## config.mk

```make
export PLATFORM = sky130hd
export DESIGN_NAME = datareq_scheduler_flat
export DESIGN_NICKNAME = d
export VERILOG_FILES = /design/src/rtl/datareq_sched_pkg.sv /design/src/rtl/datareq_scheduler_if.sv /design/src/rtl/datareq_fifo.sv /design/src/rtl/datareq_scheduler.sv /design/src/flat_wrapper.sv
export SDC_FILE = /design/constraint.sdc
export NUM_CORES = 1
export LEC_CHECK = 0
export BUFFER_PORTS_ARGS = -buffer_cell sky130_fd_sc_hd__buf_2
export CAP_MARGIN = 20
export CORE_MARGIN = 2
export CORE_UTILIZATION = 60
export CTS_CLUSTER_SIZE = 25
export DETAILED_ROUTE_END_ITERATION = 10
export PLACE_DENSITY_LB_ADDON = 0.12
export SYNTH_ARGS = -nofsm -noshare
export SYNTH_HDL_FRONTEND = slang
export SYNTH_SLANG_ARGS = --single-unit
```

## constraint.sdc

```tcl
create_clock -name clk -period 6.6 [get_ports clk]
set_clock_uncertainty 0.15 [all_clocks]
set_input_delay 0.99 -clock clk [delete_from_list [all_inputs] [get_ports clk]]
set_output_delay 0.99 -clock clk [all_outputs]
set_load 0.05 [all_outputs]
```

## src/rtl/datareq_sched_pkg.sv

```systemverilog
// Shared types and helpers for the data-request scheduler: FSM state codes, the
// request record and the saturating gate-length calculation.
package datareq_sched_pkg;

   localparam int unsigned GATE_W    = 16;
   localparam int unsigned MAX_TAG_W = 16;
   localparam int unsigned MAX_PKT_W = 16;

   typedef logic [1:0] state_t;
   localparam state_t StIdle     = 2'd0;
   localparam state_t StDelay    = 2'd1;
   localparam state_t StGate     = 2'd2;
   localparam state_t StWaitDone = 2'd3;

   typedef struct packed {
      logic [MAX_TAG_W-1:0] tag;
      logic [MAX_PKT_W-1:0] npkt;
   } req_t;

   // Computed wide so large packet counts clamp to the gate counter range.
   function automatic logic [GATE_W-1:0] gate_len(input logic [MAX_PKT_W-1:0] npkt,
                                                  input int unsigned offset,
                                                  input int unsigned cyc_per_pkt);
      logic [63:0] g;
      g = 64'(offset) + 64'(cyc_per_pkt) * 64'(npkt);
      return (g > 64'((1 << GATE_W) - 1)) ? '1 : g[GATE_W-1:0];
   endfunction

endpackage

```

## src/rtl/datareq_scheduler_if.sv

```systemverilog
// Request and command-handler signals of the data-request scheduler.
// master: request source / command handler side; slave: the scheduler.
interface datareq_scheduler_if #(
   parameter int unsigned TAG_W = 8,
   parameter int unsigned PKT_W = 10
);
   logic             req_valid;
   logic [TAG_W-1:0] req_tag;
   logic [PKT_W-1:0] req_npkt;
   logic             req_ready;
   logic             xfer_done;
   logic             data_ready;
   logic [TAG_W-1:0] cur_tag;
   logic [PKT_W-1:0] cur_npkt;

   modport master (
      output req_valid, req_tag, req_npkt, xfer_done,
      input  req_ready, data_ready, cur_tag, cur_npkt
   );

   modport slave (
      input  req_valid, req_tag, req_npkt, xfer_done,
      output req_ready, data_ready, cur_tag, cur_npkt
   );
endinterface

```

## src/rtl/datareq_fifo.sv

```systemverilog
// Synchronous request FIFO with registered occupancy; pushes while full and pops
// while empty are ignored.
module datareq_fifo #(
   parameter int unsigned DEPTH = 4,
   parameter int unsigned WIDTH = 18
) (
   input  logic                   clk,
   input  logic                   rst_n,
   input  logic                   push,
   input  logic                   pop,
   input  logic [WIDTH-1:0]       wdata,
   output logic [WIDTH-1:0]       rdata,
   output logic                   full,
   output logic                   empty,
   output logic [$clog2(DEPTH):0] level
);
   localparam int unsigned AW = $clog2(DEPTH);

   logic [WIDTH-1:0] mem [DEPTH];
   logic [AW-1:0]    wptr_q, rptr_q;
   logic [AW:0]      level_q;
   logic             do_push, do_pop;

   assign full    = (level_q == (AW + 1)'(DEPTH));
   assign empty   = (level_q == '0);
   assign level   = level_q;
   assign rdata   = mem[rptr_q];
   assign do_push = push && !full;
   assign do_pop  = pop && !empty;

   always_ff @(posedge clk or negedge rst_n) begin
      if (!rst_n) begin
         wptr_q  <= '0;
         rptr_q  <= '0;
         level_q <= '0;
      end else begin
         if (do_push) wptr_q <= wptr_q + AW'(1);
         if (do_pop)  rptr_q <= rptr_q + AW'(1);
         unique case ({do_push, do_pop})
            2'b10:   level_q <= level_q + (AW + 1)'(1);
            2'b01:   level_q <= level_q - (AW + 1)'(1);
            default: level_q <= level_q;
         endcase
      end
   end

   always_ff @(posedge clk) begin
      if (do_push) mem[wptr_q] <= wdata;
   end

endmodule

```

## src/rtl/datareq_scheduler.sv

```systemverilog
// Sequences queued data requests onto the DATAREQ_DATA_READY gate, one at a time.
// Optional WAIT_DONE watchdog enabled by defining DATAREQ_TIMEOUT_EN.
module datareq_scheduler
   import datareq_sched_pkg::*;
#(
   parameter int unsigned DEPTH       = 4,
   parameter int unsigned TAG_W       = 8,
   parameter int unsigned PKT_W       = 10,
   parameter int unsigned DELAY_CNT   = 4,
   parameter int unsigned OFFSET      = 4,
   parameter int unsigned CYC_PER_PKT = 14,
   parameter int unsigned TIMEOUT_CYC = 4096
) (
   input  logic                   clk,
   input  logic                   rst_n,
   datareq_scheduler_if.slave     bus,
   input  logic                   clr_flags,
   output logic                   busy,
   output logic [$clog2(DEPTH):0] q_level,
   output logic                   overflow,
   output logic                   timeout
);
   localparam int unsigned QW = TAG_W + PKT_W;

   if (DEPTH < 2 || DEPTH > 16 || (DEPTH & (DEPTH - 1)) != 0 || TAG_W > MAX_TAG_W ||
       PKT_W > MAX_PKT_W || TIMEOUT_CYC == 0) begin : g_param_check
      $error("datareq_scheduler: unsupported parameter set");
   end

   state_t            state_q, state_d;
   logic [GATE_W-1:0] cnt_q, cnt_d, gate_len_q;
   logic              dr_q, dr_d, overflow_q;
   logic              fifo_full, fifo_empty, pop, drop, expire;
   logic [QW-1:0]     fifo_rdata;
   req_t              head, cur_q;

   assign pop  = (state_q == StIdle) && !fifo_empty;
   assign drop = bus.req_valid && fifo_full;
   assign head = {MAX_TAG_W'(fifo_rdata[QW-1:PKT_W]), MAX_PKT_W'(fifo_rdata[PKT_W-1:0])};

   datareq_fifo #(
      .DEPTH (DEPTH),
      .WIDTH (QW)
   ) u_fifo (
      .clk   (clk),
      .rst_n (rst_n),
      .push  (bus.req_valid),
      .pop   (pop),
      .wdata ({bus.req_tag, bus.req_npkt}),
      .rdata (fifo_rdata),
      .full  (fifo_full),
      .empty (fifo_empty),
      .level (q_level)
   );

`ifdef DATAREQ_TIMEOUT_EN
   localparam int unsigned WD_W = $clog2(TIMEOUT_CYC) + 1;
   logic [WD_W-1:0] wd_q, wd_d;
   logic            timeout_q;

   // A completion on the expiry cycle wins, so expiry requires xfer_done low.
   assign expire = (state_q == StWaitDone) && !bus.xfer_done &&
                   (wd_q == WD_W'(TIMEOUT_CYC - 1));
   assign wd_d   = ((state_q == StWaitDone) && !bus.xfer_done && !expire) ?
                   wd_q + WD_W'(1) : '0;
   assign timeout = timeout_q;

   always_ff @(posedge clk or negedge rst_n) begin
      if (!rst_n) begin
         wd_q      <= '0;
         timeout_q <= 1'b0;
      end else begin
         wd_q <= wd_d;
         if (expire)         timeout_q <= 1'b1;
         else if (clr_flags) timeout_q <= 1'b0;
      end
   end
`else
   assign expire  = 1'b0;
   assign timeout = 1'b0;
`endif

   always_comb begin
      state_d = state_q;
      cnt_d   = cnt_q;
      dr_d    = 1'b0;
      unique case (state_q)
         StIdle: begin
            if (!fifo_empty) begin
               cnt_d   = '0;
               state_d = (DELAY_CNT == 0) ? StGate : StDelay;
            end
         end
         StDelay: begin
            if (cnt_q == GATE_W'(DELAY_CNT - 1)) begin
               cnt_d   = '0;
               state_d = StGate;
            end else begin
               cnt_d = cnt_q + GATE_W'(1);
            end
         end
         // data_ready is registered, so GATE spans G+1 cycles to cover its last high cycle.
         StGate: begin
            if (cnt_q == gate_len_q) begin
               state_d = StWaitDone;
            end else begin
               dr_d  = 1'b1;
               cnt_d = cnt_q + GATE_W'(1);
            end
         end
         StWaitDone: begin
            if (bus.xfer_done || expire) state_d = StIdle;
         end
      endcase
   end

   always_ff @(posedge clk or negedge rst_n) begin
      if (!rst_n) begin
         state_q    <= StIdle;
         cnt_q      <= '0;
         dr_q       <= 1'b0;
         gate_len_q <= '0;
         cur_q      <= '0;
         overflow_q <= 1'b0;
      end else begin
         state_q <= state_d;
         cnt_q   <= cnt_d;
         dr_q    <= dr_d;
         if (pop) begin
            cur_q      <= head;
            gate_len_q <= gate_len(head.npkt, OFFSET, CYC_PER_PKT);
         end
         if (drop)           overflow_q <= 1'b1;
         else if (clr_flags) overflow_q <= 1'b0;
      end
   end

   assign bus.req_ready  = !fifo_full;
   assign bus.data_ready = dr_q;
   assign bus.cur_tag    = cur_q.tag[TAG_W-1:0];
   assign bus.cur_npkt   = cur_q.npkt[PKT_W-1:0];
   assign busy           = (state_q != StIdle);
   assign overflow       = overflow_q;

endmodule

```

## src/flat_wrapper.sv

```systemverilog
// flat-port wrapper written by rule: the top's interface ports become plain ports
module datareq_scheduler_flat import datareq_sched_pkg::*;
#(
   parameter int unsigned DEPTH       = 4,
   parameter int unsigned TAG_W       = 8,
   parameter int unsigned PKT_W       = 10,
   parameter int unsigned DELAY_CNT   = 4,
   parameter int unsigned OFFSET      = 4,
   parameter int unsigned CYC_PER_PKT = 14,
   parameter int unsigned TIMEOUT_CYC = 4096
)
  (clk, rst_n, clr_flags, busy, q_level, overflow, timeout, bus_req_valid, bus_req_tag, bus_req_npkt, bus_xfer_done, bus_req_ready, bus_data_ready, bus_cur_tag, bus_cur_npkt);
  datareq_scheduler_if #(.TAG_W(TAG_W), .PKT_W(PKT_W)) bus_i ();
  input  logic clk;
  input  logic rst_n;
  input  logic clr_flags;
  output logic busy;
  output logic [$clog2(DEPTH):0] q_level;
  output logic overflow;
  output logic timeout;
  input wire logic [$bits(bus_i.req_valid)-1:0] bus_req_valid;
  input wire logic [$bits(bus_i.req_tag)-1:0] bus_req_tag;
  input wire logic [$bits(bus_i.req_npkt)-1:0] bus_req_npkt;
  input wire logic [$bits(bus_i.xfer_done)-1:0] bus_xfer_done;
  output wire logic [$bits(bus_i.req_ready)-1:0] bus_req_ready;
  output wire logic [$bits(bus_i.data_ready)-1:0] bus_data_ready;
  output wire logic [$bits(bus_i.cur_tag)-1:0] bus_cur_tag;
  output wire logic [$bits(bus_i.cur_npkt)-1:0] bus_cur_npkt;
  assign bus_i.req_valid = bus_req_valid;
  assign bus_i.req_tag = bus_req_tag;
  assign bus_i.req_npkt = bus_req_npkt;
  assign bus_i.xfer_done = bus_xfer_done;
  assign bus_req_ready = bus_i.req_ready;
  assign bus_data_ready = bus_i.data_ready;
  assign bus_cur_tag = bus_i.cur_tag;
  assign bus_cur_npkt = bus_i.cur_npkt;
  datareq_scheduler #(.DEPTH(DEPTH), .TAG_W(TAG_W), .PKT_W(PKT_W), .DELAY_CNT(DELAY_CNT), .OFFSET(OFFSET), .CYC_PER_PKT(CYC_PER_PKT), .TIMEOUT_CYC(TIMEOUT_CYC)) u_core (.clk(clk), .rst_n(rst_n), .bus(bus_i), .clr_flags(clr_flags), .busy(busy), .q_level(q_level), .overflow(overflow), .timeout(timeout));
endmodule
```

==> impl_summary.txt <==
----------------------------------------------------
[Status]
  Run status ... complete, no violations

[Clock tree]
  Clock latency at the later pin of the worst-skew pair ... 0.52 ns
  Number of levels the H-tree was split into ... 4
  TritonCTS clock tree ... built
  Clock-pin slew on the worst setup and hold paths ... 0.06 ns
  Root Driver ... clkbuf_8
  Setup bufs post-CTS ... 0
  TritonCTS Buffers ... 17
  Sinks on Clock Net ... 130
  Number of instances resized during post-cts repair ... 0
  Buffers from clock root to sink, at most ... 2
  Total of hold buffers inserted after clock tree synthesis ... 0

[Timing]
  Tightest Pin Transition ... 0.9598 ns
  Achievable frequency ... 0.1999 GHz
  Crit path time final ... 5.004 ns
  Final-layout setup total negative slack ... 0 ns
  Final setup violation count ... 0
  Period utilization ... 0.7581
  Slew Limit Headroom ... 0.3601
  Worst hold slack across all endpoints ... 0.3213 ns
  Final count of hold timing violations ... 0
  Pins over their slew limit ... 0
  Unrepaired setup endpoints after global routing ... false

[Yosys]
  Syn Std Cell Area ... 6380 µm²
  Adder and majority gate portion of the synthesized area ... 0.07962
  Fraction of the mapped netlist area in simple logic gates ... 0.1194
  Proportion of register bits with asynchronous set or reset after synthesis ... 0.4462
  Complex-gate fraction of the synthesized area ... 0.09492
  Parity-gate share of the synthesized area counting xor and xnor cells ... 0.04256
  Average cell area after synthesis ... 12.46 µm²
  Post-synth EDFFs ... 72
  Count of different cell masters after synthesis ... 62
  Post-Syn Nets ... 569
  Sequential share of the synthesized area ... 0.5664
  Primary flip-flop cell chosen by synthesis mapping ... edfxtp_1
  Main combinational cell family by area after synthesis ... simple AND/OR/NAND/NOR gates
  Register bit total from synthesis ... 130
  Syn. warnings ... 0
  Mapped Cells ... 512
  Multiplexer share of the synthesized area ... 0.06864

[Global route]
  Total routing resource utilization after global routing ... 0.2364
  Antenna violations before repair ... 0
  Remaining global-route overflow ... 0
  First-pass GRT wire length ... 20180 µm
  Pin count of the biggest net entering global routing ... 59
  Vias in the first global route ... 4137

[Cells and area]
  Area of all sequential standard cells ... 3613 µm²
  Total inserted antenna cells ... 0
  Net total in the final layout ... 614
  Fraction of layout cells with a size suffix above 1 ... 0.1947
  Layout area overhead ... 14.30%
  Commonest non-fill, non-tap cell in the layout ... nand2_1
  Area of the multi-input gates ... 2589 µm²
  Filler Cells Inserted ... 730
  Commonest cells after routing, fill and taps aside ... nand2_1 (80), edfxtp_1 (72), dfrtp_1 (58)

[Placed design]
  Number of buffer cells added on primary ports ... 47
  Routability-driven placement congestion ratio ... 0.8584
  HPWL reported at the end of detailed placement ... 8067 µm

[Run]
  Total of max-cap violations ... 0

[Drt]
  Number of remaining DRC errors ... 0
  Via count normalized by instance count ... 5.704
  Starting DRC count in detailed routing ... 198
  Pre-Repair DR Iteration Count ... 4
  Avg WL per Cell ... 17.10 µm
  Routed wire length ... 12080 µm
  Detailed-route via count ... 4027
  Post-DRT Antenna Nets ... 0

[Critical path]
  Critical Setup Path Class ... reg2reg
  Worst EP arrival ... 5.29 ns
  Critical path launch point type ... flop
  Req. time, crit path ... 6.89 ns
  Crit end category ... flop
  Critical-path maximum fanout ... 12

[Floorplan]
  Number of placement rows ... 37
  Total core area ... 10320 µm²
  Die area ... 11470 µm²
  Die height ... 107.1 µm
  Initial cell density of the core ... 0.6180
  X dimension of the die ... 107.1 µm
  I/O pin cnt ... 49

[Hold path]
  Type of the worst min-delay path ... reg2reg

----------------------------------------------------
[worst max-delay path: stages, from the launching register on]
cell and delay (ns):
dfrtp_1 0.78, buf_4 0.34, mux4_2 0.63, fa_1 0.46
ha_1 0.25, fa_1 0.44, a21o_1 0.20, a221oi_1 0.44
xnor2_1 0.23, or3b_4 0.43, or4_1 0.41, a31oi_1 0.17
[kinds of logic (layout without fill, tap and decap cells)]
| family | count (synthesis) | in the layout |
|---|---|---|
| adder cells (fa/ha/maj) | 34 | 34 |
| AND/OR/NAND/NOR | 160 | 160 |
| flip-flops | 130 | 130 |
| XOR/XNOR | 31 | 31 |
| multiplexers | 21 | 21 |
| other | 1 | 1 |
| AO/OA/AOI/OAI | 91 | 91 |
| buffers and inverters | 44 | 102 |
[cells in the mapped netlist (all sizes together), types with 3 or more instances]
| library cell | n | share of area |
|---|---|---|
| nand2 | 80 | 0.047 |
| edfxtp | 72 | 0.34 |
| dfrtp | 58 | 0.23 |
| o21ai | 36 | 0.028 |
| ha | 23 | 0.045 |
| inv | 19 | 0.011 |
| mux4 | 18 | 0.064 |
| nor2 | 18 | 0.011 |
| xnor2 | 18 | 0.025 |
| clkbuf | 16 | 0.0094 |
| o31ai | 13 | 0.015 |
| xor2 | 13 | 0.018 |
| fa | 11 | 0.035 |
| a21oi | 10 | 0.0078 |
| buf | 9 | 0.0073 |
| nand3 | 9 | 0.0071 |
| and3 | 8 | 0.0082 |
| a21o | 6 | 0.0075 |
| nor2b | 6 | 0.0059 |
| nor3 | 6 | 0.0047 |
| nor4 | 5 | 0.0049 |
| or2 | 5 | 0.0049 |
| nand4 | 4 | 0.0039 |
| or3 | 4 | 0.0041 |
| a211oi | 3 | 0.0043 |
| and2 | 3 | 0.0029 |
| nand2b | 3 | 0.0029 |
| o21a | 3 | 0.0035 |
[worst paths after layout]
path                            cells past startpoint                     from                endpoint  slack (ns)
worst max-delay path                               11  u_core.u_fifo.rptr_q[0]   u_core.gate_len_q[12]        1.60
max in group asynchronous                           2                    rst_n    u_core.gate_len_q[8]        5.31
min in group asynchronous                           2                    rst_n         u_core.cnt_q[8]        0.48
worst min-delay path                                2   u_core.bus.cur_npkt[2]  u_core.bus.cur_npkt[2]        0.32
worst min register to register                      2   u_core.bus.cur_npkt[2]  u_core.bus.cur_npkt[2]        0.32
worst max register to register                     11  u_core.u_fifo.rptr_q[0]   u_core.gate_len_q[12]        1.60
[area by class of cell]
type                            count  share of cell area
Tap cell                          136             0.02334
Timing Repair Buffer               51             0.03638
Inverter                           19            0.009780
Clock buffer                       19             0.05782
Clock inverter                     13             0.02213
Multi-Input combinational cell    338              0.3550
Sequential cell                   130              0.4955
[flip-flops by register name, summed over array words and instances (netlist names), 2 cells and up]
signal                cells
u_core.u_fifo.wptr_q      2
u_core.u_fifo.mem        72
u_core.bus.cur_npkt      10
u_core.gate_len_q        13
u_core.state_q            2
u_core.u_fifo.rptr_q      2
u_core.u_fifo.level       3
u_core.cnt_q             16
u_core.bus.cur_tag        8
[stage by stage]
step / util / instances / setup WS (ns) / instance area (µm²)
floorplan: - / 512 / 2.042 / 6380
global placement: 0.6499 / 674 / 1.665 / 6709
detailed placement: 0.6499 / 674 / 1.591 / 6709
CTS: 0.7063 / 706 / 1.540 / 7292
global route: 0.7063 / 706 / 1.210 / 7292
finish: 0.7063 / 706 / 1.596 / 7292
[per-layer routing]
layer,share of wire,track usage,up-vias
li1,-,-,1952
met1,0.43,0.2918,1985
met2,0.52,0.4005,73
met3,0.036,0.05653,17
met4,0.014,0.09833,0
met5,0,0,-
Power is not shown: default switching activity piles up to over one toggle a cycle in this logic, so the estimate is an artifact.
